==> src/rtl/shiftreg_sipo_param_if.sv <==
// Serial-in/parallel-out bus: strobes and serial data in, parallel/cascade/status out.
interface shiftreg_sipo_param_if #(
  parameter int WIDTH = 8
);
  localparam int CNT_W = $clog2(WIDTH + 1);

  logic             ser;
  logic             shift_en;
  logic             latch_en;
  logic             srclr_n;
  logic             oe_n;
  logic [WIDTH-1:0] q;
  logic             q_ser;
  logic [CNT_W-1:0] bit_cnt;
  logic             frame_full;
  logic             latch_partial;

  modport master (
    output ser, shift_en, latch_en, srclr_n, oe_n,
    input  q, q_ser, bit_cnt, frame_full, latch_partial
  );

  modport slave (
    input  ser, shift_en, latch_en, srclr_n, oe_n,
    output q, q_ser, bit_cnt, frame_full, latch_partial
  );
endinterface

==> src/rtl/shiftreg_sipo_param.sv <==
// Single-clock 595-style SIPO shift register with storage latch, bit counter,
// frame-full flag and sticky partial-latch flag. Cascade via q_ser -> ser.
module shiftreg_sipo_param #(
  parameter int WIDTH     = 8,   // >= 2
  parameter bit MSB_FIRST = 1'b1
) (
  input  logic                  clk_i,
  input  logic                  rst_i,
  shiftreg_sipo_param_if.slave  bus
);
  localparam int CNT_W = $clog2(WIDTH + 1);
  localparam logic [CNT_W-1:0] CNT_FULL = CNT_W'(WIDTH);

  logic [WIDTH-1:0] sr_q, sr_d, sr_shift;
  logic [WIDTH-1:0] store_q, store_d;
  logic [CNT_W-1:0] cnt_q, cnt_d, cnt_inc;
  logic             partial_q, partial_d;
  logic             shift_ok;

  // Shift direction decides which end the serial bit enters and which end feeds the cascade.
  if (MSB_FIRST) begin : g_msb
    assign sr_shift  = {sr_q[WIDTH-2:0], bus.ser};
    assign bus.q_ser = sr_q[WIDTH-1];
  end else begin : g_lsb
    assign sr_shift  = {bus.ser, sr_q[WIDTH-1:1]};
    assign bus.q_ser = sr_q[0];
  end

  // Clear wins over shift; a shift is only "accepted" when not cleared.
  assign shift_ok = bus.shift_en & bus.srclr_n;
  assign cnt_inc  = (cnt_q == CNT_FULL) ? cnt_q : cnt_q + CNT_W'(1);

  // Next-state: latch always samples pre-edge SR/count, so same-edge shift+latch lags by one bit.
  always_comb begin
    sr_d      = sr_q;
    cnt_d     = cnt_q;
    store_d   = store_q;
    partial_d = partial_q;
    if (!bus.srclr_n) begin
      sr_d  = '0;
      cnt_d = '0;
    end else if (bus.shift_en) begin
      sr_d  = sr_shift;
      cnt_d = cnt_inc;
    end
    if (bus.latch_en) begin
      store_d   = sr_q;
      partial_d = (cnt_q != CNT_FULL);
      // Counter restarts the frame; a same-edge accepted shift is the first bit of the new one.
      cnt_d     = shift_ok ? CNT_W'(1) : '0;
    end
  end

  // State registers, asynchronously cleared.
  always_ff @(posedge clk_i or posedge rst_i) begin
    if (rst_i) begin
      sr_q      <= '0;
      store_q   <= '0;
      cnt_q     <= '0;
      partial_q <= 1'b0;
    end else begin
      sr_q      <= sr_d;
      store_q   <= store_d;
      cnt_q     <= cnt_d;
      partial_q <= partial_d;
    end
  end

  // Output enable gates only the parallel bus; storage and cascade are unaffected.
  assign bus.q             = bus.oe_n ? '0 : store_q;
  assign bus.bit_cnt       = cnt_q;
  assign bus.frame_full    = (cnt_q == CNT_FULL);
  assign bus.latch_partial = partial_q;
endmodule

==> src/flat_wrapper.sv <==
// flat-port wrapper written by rule: the top's interface ports become plain ports
module shiftreg_sipo_param_flat 
#(
  parameter int WIDTH     = 8,          
  parameter bit MSB_FIRST = 1'b1
)
  (clk_i, rst_i, bus_ser, bus_shift_en, bus_latch_en, bus_srclr_n, bus_oe_n, bus_q, bus_q_ser, bus_bit_cnt, bus_frame_full, bus_latch_partial);
  shiftreg_sipo_param_if #(.WIDTH(WIDTH)) bus_i ();
  input  logic clk_i;
  input  logic rst_i;
  input wire logic [$bits(bus_i.ser)-1:0] bus_ser;
  input wire logic [$bits(bus_i.shift_en)-1:0] bus_shift_en;
  input wire logic [$bits(bus_i.latch_en)-1:0] bus_latch_en;
  input wire logic [$bits(bus_i.srclr_n)-1:0] bus_srclr_n;
  input wire logic [$bits(bus_i.oe_n)-1:0] bus_oe_n;
  output wire logic [$bits(bus_i.q)-1:0] bus_q;
  output wire logic [$bits(bus_i.q_ser)-1:0] bus_q_ser;
  output wire logic [$bits(bus_i.bit_cnt)-1:0] bus_bit_cnt;
  output wire logic [$bits(bus_i.frame_full)-1:0] bus_frame_full;
  output wire logic [$bits(bus_i.latch_partial)-1:0] bus_latch_partial;
  assign bus_i.ser = bus_ser;
  assign bus_i.shift_en = bus_shift_en;
  assign bus_i.latch_en = bus_latch_en;
  assign bus_i.srclr_n = bus_srclr_n;
  assign bus_i.oe_n = bus_oe_n;
  assign bus_q = bus_i.q;
  assign bus_q_ser = bus_i.q_ser;
  assign bus_bit_cnt = bus_i.bit_cnt;
  assign bus_frame_full = bus_i.frame_full;
  assign bus_latch_partial = bus_i.latch_partial;
  shiftreg_sipo_param #(.WIDTH(WIDTH), .MSB_FIRST(MSB_FIRST)) u_core (.clk_i(clk_i), .rst_i(rst_i), .bus(bus_i));
endmodule
==> config.mk <==
export PLATFORM = sky130hd
export DESIGN_NAME = shiftreg_sipo_param_flat
export DESIGN_NICKNAME = d
export VERILOG_FILES = /design/src/rtl/shiftreg_sipo_param_if.sv /design/src/rtl/shiftreg_sipo_param.sv /design/src/flat_wrapper.sv
export SDC_FILE = /design/constraint.sdc
export NUM_CORES = 1
export LEC_CHECK = 0
export CELL_PAD_IN_SITES_DETAIL_PLACEMENT = 1
export CELL_PAD_IN_SITES_GLOBAL_PLACEMENT = 2
export CORE_ASPECT_RATIO = 1.25
export CORE_MARGIN = 2
export CORE_UTILIZATION = 30
export CTS_CLUSTER_DIAMETER = 100
export DETAILED_ROUTE_END_ITERATION = 16
export PLACE_DENSITY_LB_ADDON = 0.05
export SLEW_MARGIN = 25
export SYNTH_ARGS = -nofsm -noshare
export SYNTH_HDL_FRONTEND = slang
export SYNTH_SLANG_ARGS = --single-unit
==> constraint.sdc <==
create_clock -name clk_i -period 1.6 [get_ports clk_i]
set_clock_uncertainty 0.1 [all_clocks]
set_input_delay 0.4 -clock clk_i [delete_from_list [all_inputs] [get_ports clk_i]]
set_output_delay 0.4 -clock clk_i [all_outputs]
set_load 0.01 [all_outputs]
# Word level (Yosys, flattened, before mapping)
# Cells that the tools add are included.
[word_totals]
register_bits = 21
latch_bits = 0
ramBits = 0
romBits = 0
inputBits = 7
out_inout_bits = 15
mem_count = 0
[op_classes]
n_addsub = 1
n_mul = 0
div = 0
n_lt_le_gt_ge = 0
eq_ne = 5
shift = 0
n_mux = 8
n_bitwise = 1
n_reduce_logical = 1
[ops]
columns = ["op", "n"]
rows = [
  ["$mux 8", 3],
  ["$mux 4", 4],
  ["$ne 3x3->1 const B", 2],
  ["$add 4x1->4 const B", 1],
  ["$eq 4x4->1 const B", 1],
  ["$ne 4x4->1 const B", 1],
  ["$ne 2x2->1 const B", 1],
  ["$reduce_and 2->1", 1],
  ["$and 1x1->1", 1],
  ["$mux 1", 1],
]

# Depth between registers and ports, before layout
[depth]
ltp_word = 5
ltp_mapped = 6

# Worst setup path after synthesis
# Ideal clock, no wire load.
[synth_path]
path_kind = "flip-flop to flip-flop"
start = "reg u_core.cnt_q[0], in the netlist u_core.bus.bit_cnt[0]"
end = "reg u_core.cnt_q[2], in the netlist u_core.bus.bit_cnt[2]"
setup_time_ns = 0.073
arrival_ns = 1.327
required_ns = 1.427
setup_slack_ns = 0.100
path_stages_with_launch = 7
path_buffers = 0
synth_period_minus_slack_ns = 1.500
cell_sequence = "dfrtp_1 -> inv_1 -> ha_1 -> nand3b_4 -> inv_4 -> or3_1 -> a21oi_2"
[synth_via]
word_cells_on_any_way = 8
classes_between = "add/sub: 1; eq/ne: 2; mux: 4; reduce/logical: 1"
[synth_lines]
columns = ["item", "line_no", "rtl"]
rows = [
  ["start, declared", "shiftreg_sipo_param.sv:16", "logic [CNT_W-1:0] cnt_q, cnt_d, cnt_inc;"],
  ["start signal, assigned", "shiftreg_sipo_param.sv:64", "cnt_q <= cnt_d;"],
  ["$eq 4x4->1", "--", ""],
  ["net bus_frame_full", "flat_wrapper.sv:19", "output wire logic [$bits(bus_i.frame_full)-1:0] bus_frame_full;"],
  ["$ne 3x3->1 (no line)", "--", ""],
  ["$reduce_and 2->1 (no line)", "--", ""],
]
# The timed path passes the listed nets, and every way through them passes these cells. The select of a mux whose other input is x is not followed.
# A chain may end at the register's enable or synchronous reset.

# Final worst setup path
[layout_path]
start = "reg u_core.cnt_q[0], in the netlist u_core.bus.bit_cnt[0]"
end = "out bus_frame_full"
[layout_via]
elab_chain_len = 1
[layout_rtl]
columns = ["item", "line_no", "rtl"]
rows = [
  ["$eq 4x4->1", "shiftreg_sipo_param.sv:72", "assign bus.frame_full = (cnt_q == CNT_FULL);"],
  ["end, declared", "flat_wrapper.sv:19", ""],
]
# Every way passes these cells.

==> flow_summary_export.csv <==
group,metric,value,unit
grt,grt_max_degree,22,
grt,grt_pass1_vias,729,
floorplan,ios,22,
routing,dr.pass1.iters,4,
timing,grt_setup_unrepaired,"yes",
finish,final_common_cell,"dfrtp_1",
cts,htree_num_levels,1,
finish,fin_nets,126,
placed_design,io_buffers,21,
routing,drtAntennaViolNets,0,
timing,max_slew_margin,81.0,%
finish,mostFrequentLayoutCells,"dfrtp_1 (21), nor2b_1 (16), buf_4 (14)",
setup_path,worstSetupEndpointType,"primary output",
setup_path,cp_slowest_cell,"dfrtp_1",
timing,hold_ws,0.374,ns
routing,drt_wl_total,2.11,mm
floorplan,die-area,3790,sq um
synth,ys_warn_count,0,
timing,max_freq,620,MHz
floorplan,initial_core_util,31.1,%
cts,clock_sinks,21,
finish,diodes,0,
setup_path,worst-path-buf-inv,3,
synth,yosys-top-cells-area,"dfrtp_1 (53%), nor2b_1 (10%), mux2_2 (9.1%)",
placed_design,dp_hpwl,1.60,mm
timing,layout_setup_ws,-0.0122,ns
synth,synth.distinct_cells,24,
synth,syn_area,993,sq um
timing,fin_setup_tns,-0.0122,ns
cts,clk_path_buf_depth,2,
routing,drt_iter0_drc,18,
floorplan,fp.coreArea,3190,sq um
power_and_ir_drop,finalPower,0.997,mW
routing,routedWlPerCell,13.8,um
setup_path,worstPathMaxFanout,2,
finish,stdcell_count,153,
power_and_ir_drop,swShare,22.4,%
cts,cts_tree,"built",
setup_path,crit_chain,"inv_2 > ha_4 > nand3b_4 > inv_4 > buf_6",
grt,antenna_found_initial,0,
timing,finalCritPeriodShare,101,%
power_and_ir_drop,p_sw,0.223,mW
power_and_ir_drop,pwr-share-seq,54.7,%
cts,clk_pin_slew,0.08,ns
timing,worstMarginPinSlew,0.285,ns
run,max_cap_violations,0,
synth,ys_ff_latch,21,
synth,syn_inst,81,
placed_design,dp.cells,148,
setup_path,rr_worst_depth,6,
timing,finalHoldViolCount,0,
setup_path,path_delay_family,"flip-flops",
setup_path,arrival,1.11,ns
synth,synth_fp_nets,90,
setup_path,startpoint_type,"register",
routing,num_vias,702,
power_and_ir_drop,leakage,0.693,nW
finish,area_delta_synth_final,37.7,%
run_status,outcome,"complete, but fails checks",
timing,min_period,1.61,ns
finish,layout-drive-gt1-share,31.9,%
power_and_ir_drop,p_comb_share,11.0,%
cts,cts_root_buffer,"clkbuf_8",
power_and_ir_drop,powerDensity,729,nW/um^2
placed_design,gp_congestion,0.697,
grt,grt_usage,12.3,%
finish,fillCellCount,353,
timing,setup_violations,1,
setup_path,slowest_delay,0.39,ns
power_and_ir_drop,ir_worst_vdd,0.525,mV
synth,yosysTopAreaCellShare,52.9,%
worst_hold_path,hold_path.class,"in2async",
finish,multi_input_area,435,sq um
synth,syn_area_per_cell,12.3,sq um
floorplan,dieWidth,55.5,um
timing,slew_violations,0,
floorplan,die_h,68.3,um
synth,synth_seq_area_share,52.9,%
finish,seq_area,526,sq um
cts,clk_latency,0.25,ns
grt,grt_overflow,0,
routing,vias_per_cell,4.59,
cts,numCtsBuffers,3,
finish,final_core_util,42.8,%
power_and_ir_drop,power.internal,0.774,mW
power_and_ir_drop,p_clk_share,34.3,%
setup_path,crit_type,"reg2out",
setup_path,cp_data_required_time,1.10,ns
run_status,violations,"negative setup slack",
floorplan,num_rows,23,
setup_path,critical_path_cell_count,5,
grt,grt_first_pass_wirelength,3.57,mm
synth,synth_top_area_cell,"dfrtp_1",
routing,drc,0,
-- layer usage --
| layer | GRT usage, % | part of all wire (%) | vias to the layer above |
|---|---|---|---|
| li1 | - | - | 337 |
| met1 | 13.9 | 43 | 354 |
| met2 | 22.8 | 54 | 9 |
| met3 | 1.89 | 2.1 | 2 |
| met4 | 6.40 | 0.85 | 0 |
| met5 | 0 | 0 | - |
-- synthesized netlist by cell type (all sizes together) --
library cell,instances
a21o,2
a21oi,4
a31o,1
buf,3
clkbuf,1
dfrtp,21
ha,2
inv,4
mux2,8
mux2i,8
nand2,2
nand3,1
nand3b,2
nand4,1
nor2,2
nor2b,16
or2b,1
or3,1
xor2,1
-- final timing paths --
check	slack [ns]	end	startpoint
setup reg to reg	0.11	u_core.bus.bit_cnt[0]	u_core.bus.bit_cnt[0]
hold reg to reg	0.40	u_core.store_q[4]	u_core.store_q[4]
setup / recovery	-0.01	bus_frame_full	u_core.bus.bit_cnt[0]
hold / removal	0.37	u_core.store_q[7]	rst_i
min in group clk_i	0.40	u_core.store_q[4]	u_core.store_q[4]
max in group asynchronous	0.79	u_core.bus.bit_cnt[3]	rst_i
-- power groups by stage --
stage,clock [mW],sequential [mW],combinational [mW]
3_5_place_dp,0,0.556,0.114
6_report,0.342,0.545,0.110
4_1_cts,0.362,0.545,0.114
5_1_grt,0.381,0.547,0.122
3_3_place_gp,0,0.555,0.111
2_1_floorplan,0,0.557,0.0565
-- area by class of cell --
| class | instances | share of cell area [%] |
|---|---|---|
| multi-input cells | 52 | 31.8 |
| inverters | 4 | 1.28 |
| repair buffers | 35 | 21.8 |
| flip-flops and latches | 21 | 38.4 |
| clock buffers | 4 | 3.29 |
| well taps | 37 | 3.39 |
-- state kept, by name (all words and copies together), names as in the netlist --
name                      cells
u_core.sr_q                   8
u_core.store_q                8
u_core.bus.bit_cnt            4
u_core.bus.latch_partial      1
-- kinds of logic after synthesis --
logic type	synth area share, %
compound gates	5.04
mux	17.1
fa+ha+maj	2.52
buf+inv	4.53
flops	52.9
simple gates	17.0
xor+xnor	0.882
-- timing repair --
item,4_1_cts,5_1_grt
resized for setup,27,5
hold buffers,0,0
buffers inserted,1,0
pin swaps,2,1
endpoints found under the setup margin,15,11
-- worst min-delay path: cells and delay by family --
kind	cells	cell delay, ns
buffers and inverters	3	0.72
-- stage by stage --
step	setup WS [ns]	cell area, sq um
floorplan	0.100	993
global placement	-0.648	1320
detailed placement	-0.672	1320
CTS	-0.0393	1370
global route	-0.0674	1370
finish	-0.0122	1370
Power figures use the tool's default switching activity.
